[src/rtl/dmux_registered.sv]
// Registered 1-to-N demultiplexer: one producer, OUTPUTS single-word output slots,
// unicast or all-or-nothing broadcast, per-channel valid/ready backpressure.

module dmuxSlot #(
   parameter int WIDTH = 16
) (
   input  logic             clk,
   input  logic             reset,
   input  logic             load,
   input  logic             drain,
   input  logic [WIDTH-1:0] loadData,
   output logic [WIDTH-1:0] slotData,
   output logic             slotValid
);
   // A load on the same edge as a drain wins, so the channel streams without bubbles.
   always_ff @(posedge clk or posedge reset) begin
      if (reset) begin
         slotData  <= '0;
         slotValid <= 1'b0;
      end else if (load) begin
         slotData  <= loadData;
         slotValid <= 1'b1;
      end else if (drain) begin
         slotValid <= 1'b0;
      end
   end
endmodule

module dmux_registered #(
   parameter int WIDTH   = 16,
   parameter int OUTPUTS = 4,
   parameter int SEL_W   = 2
) (
   input  logic                     clk,
   input  logic                     reset,
   input  logic [WIDTH-1:0]         inData,
   input  logic [SEL_W-1:0]         inSelect,
   input  logic                     inBroadcast,
   input  logic                     inValid,
   output logic                     inReady,
   output logic [OUTPUTS*WIDTH-1:0] outData,
   output logic [OUTPUTS-1:0]       outValid,
   input  logic [OUTPUTS-1:0]       outReady,
   output logic                     busy
);
   logic [OUTPUTS-1:0]            free;
   logic [OUTPUTS-1:0]            load;
   logic [OUTPUTS-1:0][WIDTH-1:0] slotData;
   logic                          accept;

   // A slot being drained this cycle can take a new word on the same edge.
   assign free    = ~outValid | outReady;
   assign inReady = inBroadcast ? &free : free[inSelect];
   assign accept  = inValid && inReady;

   genvar i;
   generate
      for (i = 0; i < OUTPUTS; i++) begin : genSlot
         assign load[i] = accept && (inBroadcast || (inSelect == SEL_W'(i)));

         dmuxSlot #(.WIDTH(WIDTH)) uSlot (
            .clk       (clk),
            .reset     (reset),
            .load      (load[i]),
            .drain     (outReady[i]),
            .loadData  (inData),
            .slotData  (slotData[i]),
            .slotValid (outValid[i])
         );
      end
   endgenerate

   assign outData = slotData;
   assign busy    = |outValid;
endmodule

[config.mk]
export PLATFORM = sky130hd
export DESIGN_NAME = dmux_registered
export DESIGN_NICKNAME = d
export VERILOG_FILES = /design/src/rtl/dmux_registered.sv
export SDC_FILE = /design/constraint.sdc
export NUM_CORES = 1
export LEC_CHECK = 0
export BUFFER_PORTS_ARGS = -buffer_cell sky130_fd_sc_hd__buf_2
export CAP_MARGIN = 25
export CORE_MARGIN = 2
export CORE_UTILIZATION = 30
export CTS_BUF_LIST = sky130_fd_sc_hd__clkbuf_8
export CTS_CLUSTER_DIAMETER = 60
export DETAILED_ROUTE_END_ITERATION = 6
export GPL_TIMING_DRIVEN = 0
export MAX_ROUTING_LAYER = met4
export PLACE_DENSITY_LB_ADDON = 0.15
export SYNTH_ARGS = -nofsm -noshare
export SYNTH_HDL_FRONTEND = slang
export SYNTH_HIERARCHICAL = 1
export SYNTH_SLANG_ARGS = --single-unit
[constraint.sdc]
create_clock -name clk -period 2 [get_ports clk]
set_input_delay 0.2 -clock clk [delete_from_list [all_inputs] [get_ports clk]]
set_output_delay 0.2 -clock clk [all_outputs]
set_load 0.02 [all_outputs]
==> parameters.txt <==
Parameter                              Value

Status
  Status ... finished, final reports clean

Die
  Starting utilization of the core area ... 0.312
  Total Die Area ... 10500 µm²
  CORE AREA ... 9330 µm²
  Y dimension of the die ... 102 µm
  Number of cell rows ... 35
  Number of top-level pins ... 96
  Die Width ... 102 µm

STA
  Max Clock Skew ... 6.88 ps
  Final setup violating endpoints ... 0
  Final sum of negative setup slack ... 0 ps
  RSZ-0062 raised after global routing ... yes
  Min Hold Slack ... 24.6 ps
  Transition time of the tightest slew-check pin ... 827 ps
  Min Clock Period, post-route ... 1910 ps
  Portion of the clock cycle consumed by the worst path in the final layout ... 0.956
  Number of hold violations in the final report ... 0
  FMAX ... 523 MHz
  Count of final max-slew check failures ... 0
  Final worst-path setup slack ... 88.9 ps
  Relative slew margins ... 0.448

CTS
  Clock latency at the later pin of the worst-skew pair ... 330 ps
  CTS H-Tree Depth ... 3
  CTS tree ... done
  Root Buffer Master ... sky130_fd_sc_hd__clkbuf_8
  Clock-pin slew on the worst setup and hold paths ... 70 ps
  Sinks on Clock Net ... 68
  Max clock buf depth ... 2
  Inserted Clock Buffers ... 9

Finish
  Net count reported at finish ... 316
  Number of inserted filler cells in the final layout ... 913
  Diode count ... 0
  Finished layout cell area ... 3830 µm²
  Share of cells above drive strength 1 ... 0.689
  Combined flip-flop and latch cell area ... 1700 µm²
  Non-filler instance count after layout ... 422
  Most frequent standard cell in the layout excluding fill and tap cells ... sky130_fd_sc_hd__buf_2
  Highest-count cells in the layout ignoring fill and taps ... 95 x sky130_fd_sc_hd__buf_2, 68 x sky130_fd_sc_hd__dfrtp_1, 36 x sky130_fd_sc_hd__mux2_4
  Area used by multi-input combinational logic ... 1060 µm²
  Layout area overhead ... 31.6%

Synthesis
  Post-synthesis instance total ... 174
  Distinct cells, synth ... 20
  Part of the Yosys area used for sequential elements ... 0.585
  Warnings from Yosys ... 6
  Mapped Avg Cell Area ... 16.7 µm²
  Mapped Area ... 2910 µm²
  Post-synth net total ... 200
  Flip-flop and latch count after synthesis ... 68

Worst setup path
  Cell with the biggest individual delay on the critical path ... sky130_fd_sc_hd__dfrtp_1
  Critical path type ... reg -> reg
  Crit path required time ... 2210 ps
  Slowest cell delay on critical path ... 400 ps
  Type of destination of the critical path ... flop
  Kind of cell with the highest combined delay on the critical path ... simple AND/OR/NAND/NOR gates
  Highest fanout seen on the critical path ... 10
  Ordered list of cells on the worst path ... nor2b_4 -> nor4_2 -> a22oi_2 -> nor2_1 -> buf_6 -> buf_12 -> mux2_4
  Signal arrival time at the worst endpoint ... 2120 ps
  Count of buffering cells on the critical path with inverters included ... 2
  Worst Setup Start Kind ... flop

Drt
  DRC violations left ... 0
  Number of vias per cell after detailed routing ... 4.30
  Via count ... 1814
  Final ANT Viol Nets ... 0
  Wirelength per Cell ... 16.0 µm
  Total met2 wirelength after detailed routing ... 3090 µm
  WL final ... 6750 µm
  Iteration-0 DRC count of the detailed router ... 38
  First-pass iteration count of the detailed router ... 4
  Highest metal layer with signal wires ... met4
  Detailed-route wire length on metal 1 ... 3170 µm
  Met3 routed WL ... 429 µm

Power and ir drop
  Maximum resistive drop on vdd ... 0.000491 V
  Power per Cell Area ... 1160 nW/µm²
  Leakage dissipation ... 0.00189 µW

Global route
  Via count of the first global-routing pass ... 1849
  First-pass GRT wire length ... 10400 µm
  Largest net degree at the start of global routing ... 18
  Overall overflow remaining after global route ... 0
  Global router's overall resource usage ... 0.140
  Initial antenna violation count ... 0

Flow run
  Max-cap viol count ... 0

Place
  DP Cell Count ... 398
  Global placement routability congestion ... 0.685
  Detail Placement HPWL ... 4650 µm
  Pre-CTS worst setup slack ... -5.81 ps
  Count of input and output buffers ... 95
  Placed cell area ... 3550 µm²

Hold path
  Type of the tightest min-delay check ... in -> async
-- kinds of logic after synthesis --
kind of cell	share of synthesized area
flops	0.585
mux	0.294
buf+inv	0.0546
simple gates	0.0370
compound gates	0.0292
-- metal layers --
metal / up-vias / GRT usage
met5: - / -
met4: 0 / 0.0431
met3: 7 / 0.0445
met2: 68 / 0.213
met1: 903 / 0.177
li1: 836 / -
-- Yosys cell counts (all sizes together) --
library cell | instances | area [µm²]
nor2 | 5 | 18.8
inv | 9 | 33.8
a22oi | 2 | 20.0
and2b | 1 | 7.51
dfrtp | 68 | 1700
mux2 | 64 | 856
a21o | 4 | 35.0
nor3b | 1 | 12.5
buf | 8 | 125
and2 | 1 | 7.51
or4 | 1 | 7.51
o21ai | 3 | 15.0
nor4 | 1 | 12.5
nor2b | 5 | 41.3
a221oi | 1 | 15.0
-- power by group --
group / internal (µW) / switching (µW)
registers: 1730 / 190
logic: 746 / 839
clock network: 459 / 472
-- layout make-up --
cell class	instances	area share
plain buffers	8	0.0327
repair buffers	105	0.155
flip-flops and latches	68	0.445
clock inverters	4	0.00490
multi-input cells	89	0.276
clock buffers	10	0.0360
inverters	9	0.00883
well taps	129	0.0422
-- through the flow --
step / power [µW] / util
finish: 4430 / 0.410
global route: 4700 / 0.410
CTS: 4470 / 0.400
detailed placement: 3490 / 0.380
global placement: 3480 / 0.380
floorplan: 2950 / -
-- worst paths after layout --
check / from / end / slack, ps / cells after the start
max in group asynchronous: reset / genSlot[1].uSlot/slotData[15]$_DFFE_PP0P_ / 1430 / 2
setup reg to reg: genSlot[3].uSlot/slotValid$_DFFE_PP0P_ / genSlot[1].uSlot/slotData[6]$_DFFE_PP0P_ / 90 / 7
hold / removal: reset / genSlot[3].uSlot/slotData[14]$_DFFE_PP0P_ / 20 / 2
hold reg to reg: genSlot[0].uSlot/slotData[1]$_DFFE_PP0P_ / genSlot[0].uSlot/slotData[1]$_DFFE_PP0P_ / 500 / 1
setup / recovery: genSlot[3].uSlot/slotValid$_DFFE_PP0P_ / genSlot[1].uSlot/slotData[6]$_DFFE_PP0P_ / 90 / 7
min in group clk: inData[15] / genSlot[3].uSlot/slotData[15]$_DFFE_PP0P_ / 150 / 2
-- what timing repair did --
action	in CTS	in global routing
cloned	0	1
hold buffers	0	0
setup buffers	2	7
pin swaps	0	3
resized for setup	0	2
setup endpoints to repair	9	43
hold endpoints to repair	0	0
-- state kept, by name, summed over array words and instances, names as in the netlist --
name / flops
genSlot.uSlot/slotValid: 4
genSlot.uSlot/slotData: 64
Note: power is estimated with default switching activity, not from simulation.
